File: src/rtl/encoder32_5.sv
`default_nettype none
// ============================================================================
//  Module   : encoder32_5
//  Brief    : Serialises a 32-bit register mask into a stream of 5-bit
//             register numbers with a valid/ready handshake.
//  Revision : 1.0
// ============================================================================
module encoder32_5 #(
    parameter bit MSB_FIRST = 1'b0
) (
    input  logic        clk,
    input  logic        reset,
    input  logic        load,
    input  logic [31:0] mask,
    input  logic        ready,
    output logic        valid,
    output logic [4:0]  reg_no,
    output logic [5:0]  count,
    output logic        busy,
    output logic        done
);

    typedef enum logic [0:0] {
        S_IDLE = 1'b0,
        S_EMIT = 1'b1
    } state_t;

    localparam logic [31:0] c_ONE = 32'd1;

    state_t      r_state;
    state_t      w_state_nxt;
    logic [31:0] r_pending;
    logic [31:0] w_pending_nxt;
    logic        r_done;
    logic        w_done_nxt;
    logic [4:0]  w_sel;
    logic [5:0]  w_pop;
    logic [31:0] w_cleared;
    logic        w_emit;

    // Later loop iterations overwrite earlier ones, so the scan direction
    // decides whether the lowest or highest set bit wins.
    always_comb begin
        w_sel = '0;
        if (MSB_FIRST) begin
            for (int i = 0; i < 32; i++) begin
                if (r_pending[i]) w_sel = 5'(i);
            end
        end else begin
            for (int i = 31; i >= 0; i--) begin
                if (r_pending[i]) w_sel = 5'(i);
            end
        end
    end

    always_comb begin
        w_pop = '0;
        for (int i = 0; i < 32; i++) begin
            w_pop = w_pop + {5'd0, r_pending[i]};
        end
    end

    assign w_cleared = r_pending & ~(c_ONE << w_sel);
    assign w_emit    = (r_state == S_EMIT);

    always_comb begin
        w_state_nxt   = r_state;
        w_pending_nxt = r_pending;
        w_done_nxt    = 1'b0;
        case (r_state)
            S_IDLE: begin
                if (load) begin
                    if (mask != 32'd0) begin
                        w_pending_nxt = mask;
                        w_state_nxt   = S_EMIT;
                    end else begin
                        w_done_nxt = 1'b1;
                    end
                end
            end
            S_EMIT: begin
                if (ready) begin
                    w_pending_nxt = w_cleared;
                    if (w_cleared == 32'd0) begin
                        w_state_nxt = S_IDLE;
                        w_done_nxt  = 1'b1;
                    end
                end
            end
            default: begin
                w_state_nxt   = S_IDLE;
                w_pending_nxt = '0;
            end
        endcase
    end

    always_ff @(posedge clk) begin
        if (reset) begin
            r_state   <= S_IDLE;
            r_pending <= '0;
            r_done    <= 1'b0;
        end else begin
            r_state   <= w_state_nxt;
            r_pending <= w_pending_nxt;
            r_done    <= w_done_nxt;
        end
    end

    assign valid  = w_emit;
    assign busy   = w_emit;
    assign done   = r_done;
    assign reg_no = w_emit ? w_sel : 5'd0;
    assign count  = w_emit ? w_pop : 6'd0;

endmodule
`default_nettype wire

File: config.mk
export PLATFORM = sky130hd
export DESIGN_NAME = encoder32_5
export DESIGN_NICKNAME = d
export VERILOG_FILES = /design/src/rtl/encoder32_5.sv
export SDC_FILE = /design/constraint.sdc
export NUM_CORES = 1
export LEC_CHECK = 0
export ABC_AREA = 1
export BUFFER_PORTS_ARGS = -buffer_cell sky130_fd_sc_hd__buf_2
export CAP_MARGIN = 20
export CORE_MARGIN = 2
export CORE_UTILIZATION = 40
export DETAILED_ROUTE_END_ITERATION = 12
export GPL_ROUTABILITY_DRIVEN = 0
export GPL_TIMING_DRIVEN = 0
export MAX_ROUTING_LAYER = met4
export PLACE_DENSITY = 0.68
export SYNTH_ARGS = -nofsm -noshare
export SYNTH_HDL_FRONTEND = slang
export SYNTH_SLANG_ARGS = --single-unit
export TNS_END_PERCENT = 20
File: constraint.sdc
create_clock -name clk -period 6.2 [get_ports clk]
set_clock_uncertainty 0.15 [all_clocks]
set_input_delay 0.93 -clock clk [delete_from_list [all_inputs] [get_ports clk]]
set_output_delay 0.93 -clock clk [all_outputs]
set_load 0.03 [all_outputs]
* Word-level counts from Yosys, hierarchy flattened
Cells that the tools add are included.
** Word-level totals
- Flip-flop bits (word level) :: 34
- Logic and storage cells :: 92
- Input bits :: 36
- Output and inout port bits :: 14
** Cells by class
- Add/subtract/negate cells :: 31
- Eq/ne operators :: 3
- Muxes and demuxes :: 48
- Bitwise operators :: 3
- Shift operators :: 1
- Reductions and logical operators :: 3
** Operators with widths (count)
- two-way mux 5 bit :: 33
- adder 6 x 1 -> 6 bit :: 26
- two-way mux 32 bit :: 3
- one-hot mux 32 bit (2 select lines) :: 1
- bitwise AND 32 bit :: 1
- zero test 32 bit :: 1
- NOT 32 bit :: 1
- nonzero test 32 bit :: 1
- << shifter 1 x 5 -> 32 bit, first input constant :: 1
- two-way mux 1 bit :: 8
- adder 5 x 1 -> 6 bit :: 1
- two-way mux 6 bit :: 1
- != test 2 bit, second input constant :: 3
- adder 4 x 1 -> 5 bit :: 1
- adder 3 x 1 -> 4 bit :: 1
- one-hot mux 1 bit (2 select lines) :: 2
- adder 2 x 1 -> 3 bit :: 1
- AND reduction 3 bit :: 1
- adder 1 x 1 -> 2 bit :: 1
- NOT 1 bit :: 1

* Logic depth before layout (Yosys ltp)
- Word-level depth :: 39
- Gate-level depth with buffers :: 40
- Depth with buffers taken out :: 40

* Worst setup path before layout
Ideal clock, no wire load.
- Kind :: reg2out
- From :: reg r_pending[27]
- To :: out count[4]
- Cell stages (with the launch flop) :: 17
- Arrival time :: 4720 ps
- Required time :: 5120 ps
- Path buffers :: 0
- Path slack :: 400 ps
- Cells stage by stage :: dfxtp_1 -> bufinv_8 -> fa_1 -> fa_1 -> inv_1 -> fa_1 -> inv_1 -> fa_1 -> fa_1 -> fa_1 -> inv_1 -> ha_1 -> fa_1 -> a21oi_1 -> o21ba_2 -> xor2_1 -> nor2_1
** On the way
- Word-level cells in the longest chain between the ends :: 6
** RTL lines
- start, declared :: RTL line 32 : logic [31:0] r_pending;
- start signal, assigned :: RTL line 104 : r_pending <= w_pending_nxt;
- adder 6 x 1 -> 6 bit (5 in series) :: RTL line 59 : w_pop = w_pop + {5'd0, r_pending[i]};
- two-way mux 6 bit :: RTL line 113 : assign count = w_emit ? w_pop : 6'd0;
- end, declared :: RTL line 18 : output logic [5:0] count,
Every way passes these cells.

* Final worst setup path
- From :: reg r_pending[5]
- To :: out count[4]
** On the way
- Word-level cells in the longest chain between the ends :: 28
** RTL lines (RTL line)
- adder 5 x 1 -> 6 bit :: 59
- adder 6 x 1 -> 6 bit (26 in series) :: 59
- two-way mux 6 bit :: 113
Every way passes these cells.

==> impl_metrics.env <==
export IMPL_avgSynthCellArea_sq_um=6.79
export IMPL_route_vias_total=3525
export IMPL_synthToLayoutAreaGrowth_pct=17.4
export IMPL_path_clk_slew_ps=70
export IMPL_cp_data_required_time_ps=5120
export IMPL_synth_edff_count=0
export IMPL_worst_setup_path_start_kind="flip-flop"
export IMPL_post_route_cells_drive_above_1_share=0.193
export IMPL_setup_slack_ps=82.0
export IMPL_cell_type_contributing_the_most_total_cell_area_after_synthesis="sky130_fd_sc_hd__dfxtp_1"
export IMPL_grt_setup_unrepaired="yes"
export IMPL_grt_pass1_vias=3455
export IMPL_ys_dominant_reg_cell="sky130_fd_sc_hd__dfxtp_1"
export IMPL_switching_power_mw=0.735
export IMPL_synth_yosys_seq_area_share=0.213
export IMPL_timing_fmax_mhz=163
export IMPL_placementRows=32
export IMPL_detailedPlace_worstSlack_ps=156
export IMPL_cts_htree_levels=2
export IMPL_synthesis_instances=471
export IMPL_crit_arrival_ps=5040
export IMPL_critPathTopFamily="adder cells"
export IMPL_ctsHoldBuffers=0
export IMPL_mappedNetlistNets=538
export IMPL_top_level_ports=50
export IMPL_total_inserted_antenna_cells=0
export IMPL_io_buffers=49
export IMPL_cts_tree="built"
export IMPL_initialDrtViolationCount=355
export IMPL_ys_async_sr_fraction=0
export IMPL_layout_min_cycle_time_ps=6120
export IMPL_final_net_count=600
export IMPL_timing_critical_path_buf_inv=3
export IMPL_total_routing_usage_gr=0.256
export IMPL_sequentialPowerShare=0.187
export IMPL_netSwitchingFraction=0.489
export IMPL_worst_slew_margin_rel=0.563
export IMPL_comb_power_share=0.671
export IMPL_wl_per_cell_microns=16.7
export IMPL_synth_warnings=0
export IMPL_numCtsBuffers=5
export IMPL_cts_root_to_sink_buffers=2
export IMPL_dp_hpwl_microns=8400
export IMPL_worstHoldPathType="flip-flop to flip-flop"
export IMPL_internal_power_mw=0.766
export IMPL_slowest_stage="sky130_fd_sc_hd__fa_1"
export IMPL_worst_path_largest_cell_delay_ps=580
export IMPL_die_w_microns=93.4
export IMPL_timing_critical_path_fanout_max=4
export IMPL_clkPwrFrac=0.142
export IMPL_drtAntennaViolNets=0
export IMPL_power_ir_vdd_worst_uv=209
export IMPL_routed_wl_microns=10600
export IMPL_post_synth_instance_area_sq_mm=0.00320
export IMPL_status="completed"
export IMPL_path_cells="inv_1 > fa_1 > fa_1 > fa_1 > fa_1 > fa_1 > fa_1 > inv_1 > ha_2 > fa_2 > a21oi_2 > o21ba_2 > xor2_1 > nor2_1 > buf_4"
export IMPL_mostFrequentLayoutCell="sky130_fd_sc_hd__nand2_1"
export IMPL_timing_final_max_slew_violations=0
export IMPL_final_fill_count=798
export IMPL_power_static_leakage_nw=1.74
export IMPL_floorplan_core_area_sq_mm=0.00773
export IMPL_detail_route_drc_violations=0
export IMPL_critPathCaptureType="output port"
export IMPL_route_detailed_vias_per_inst=5.55
export IMPL_worst_skew_pair_late_latency_ps=300
export IMPL_synthDistinctLibCells=40
export IMPL_synth_top_area_share=0.213
export IMPL_drv_cap=0
export IMPL_dr_pass1_iters=4
export IMPL_crit_path_frequent_cell="sky130_fd_sc_hd__fa_1"
export IMPL_ys_seq_elements=34
export IMPL_chipHeight_microns=93.4
export IMPL_grt_max_degree=11
export IMPL_top_cells_by_area_synth="sky130_fd_sc_hd__dfxtp_1 (21%), sky130_fd_sc_hd__fa_1 (15%), sky130_fd_sc_hd__nand2_1 (14%)"
export IMPL_grt_pass1_wl_microns=17000
export IMPL_clock_tree_root_cell="sky130_fd_sc_hd__clkbuf_8"
export IMPL_hold_viol_final=0
export IMPL_finish_stage_setup_viols=0
export IMPL_worst_slew_pin_transition_ps=650
export IMPL_postLayoutCoreUtil=0.486
export IMPL_clock_sinks=34
export IMPL_power_density_mw_per_mm2=399
export IMPL_antenna_violations_before_repair=0
export IMPL_timing_worst_setup_path_type="flip-flop to output port"
export IMPL_global_route_overflow_total=0
export IMPL_start_util=0.414
export IMPL_final_period_utilization=0.987
export IMPL_final_cell_mix="sky130_fd_sc_hd__nand2_1 (119), sky130_fd_sc_hd__inv_1 (52), sky130_fd_sc_hd__buf_2 (49)"
export IMPL_die_area_sq_mm=0.00873
worst register-to-register path, delay by kind of cell, from the launching register on:
kind	cells	cell delay, ps
flops	1	500
compound gates	2	260
simple gates	37	2390
layout make-up:
type / instances / area [sq um] / share of cell area
multi-input combinational: 352 / 2190 / 0.583
clock inverter: 1 / 30.0 / 0.00799
timing repair buffer: 55 / 293 / 0.0779
tap: 102 / 128 / 0.0340
clock buffer: 6 / 82.6 / 0.0220
inverter: 62 / 240 / 0.0639
buffer: 23 / 91.3 / 0.0243
sequential: 34 / 703 / 0.187
routing by layer:
metal,track usage,vias up,routed length [microns]
met5,-,-,0
met4,0.0797,0,233
met3,0.0242,24,887
met2,0.422,182,4990
met1,0.335,1619,4480
li1,-,1700,-
per-stage QoR:
step                cells  hold WS (ps)  total power [mW]  TNS [ps]  instance area (sq um)
finish                635           346              1.50         0                   3760
global route          635           376              1.64      -197                   3760
CTS                   631           362              1.47         0                   3720
detailed placement    622           356              1.22         0                   3570
global placement      622           353              1.19         0                   3570
floorplan             471           320             0.994         0                   3200
registers in the layout (all words and copies together) (netlist names):
signal     cells
busy           1
done           1
r_pending     32
logic make-up (layout without fill, tap and decap cells):
logic type,Yosys count,in the layout,share of synthesized area
flip-flops,34,34,0.213
XOR/XNOR,1,1,0.00274
AO/OA/AOI/OAI,114,114,0.206
buffers and inverters,85,147,0.106
AND/OR/NAND/NOR,206,206,0.295
adder cells (fa/ha/maj),31,31,0.178
final timing paths:
kind / from / endpoint / slack (ps) / depth (start not counted)
setup / recovery: r_pending[5]$_SDFFE_PP0P_ / count[4] / 80 / 15
hold / removal: r_pending[7]$_SDFFE_PP0P_ / r_pending[7]$_SDFFE_PP0P_ / 350 / 2
setup reg to reg: r_pending[31]$_SDFFE_PP0P_ / busy$_SDFF_PP0_ / 2750 / 39
hold reg to reg: r_pending[7]$_SDFFE_PP0P_ / r_pending[7]$_SDFFE_PP0P_ / 350 / 2
power by group through the flow:
stage	logic [mW]	clock network, mW	registers [mW]
CTS	0.983	0.213	0.277
global placement	0.907	0	0.281
global route	1.14	0.220	0.283
detailed placement	0.943	0	0.282
finish	1.01	0.213	0.280
floorplan	0.726	0	0.268
repair_timing:
item,in CTS,in global routing
setup endpoints to repair,1,3
pin swaps,3,8
gates cloned,0,0
resized for setup,10,10
setup buffers,2,4
cell usage after synthesis (7+ instances only):
cell and instances:
sky130_fd_sc_hd__dfxtp_1 34, sky130_fd_sc_hd__nand4_1 10, sky130_fd_sc_hd__clkbuf_1 18, sky130_fd_sc_hd__nor2_1 24
sky130_fd_sc_hd__o211ai_1 17, sky130_fd_sc_hd__nor4_1 13, sky130_fd_sc_hd__inv_1 53, sky130_fd_sc_hd__a21oi_1 39
sky130_fd_sc_hd__fa_1 24, sky130_fd_sc_hd__nand2_1 119, sky130_fd_sc_hd__o21ai_1 25, sky130_fd_sc_hd__ha_1 7
sky130_fd_sc_hd__inv_2 8, sky130_fd_sc_hd__nand3_1 24, sky130_fd_sc_hd__o21ai_0 21
(Power assumes the default switching activity.)
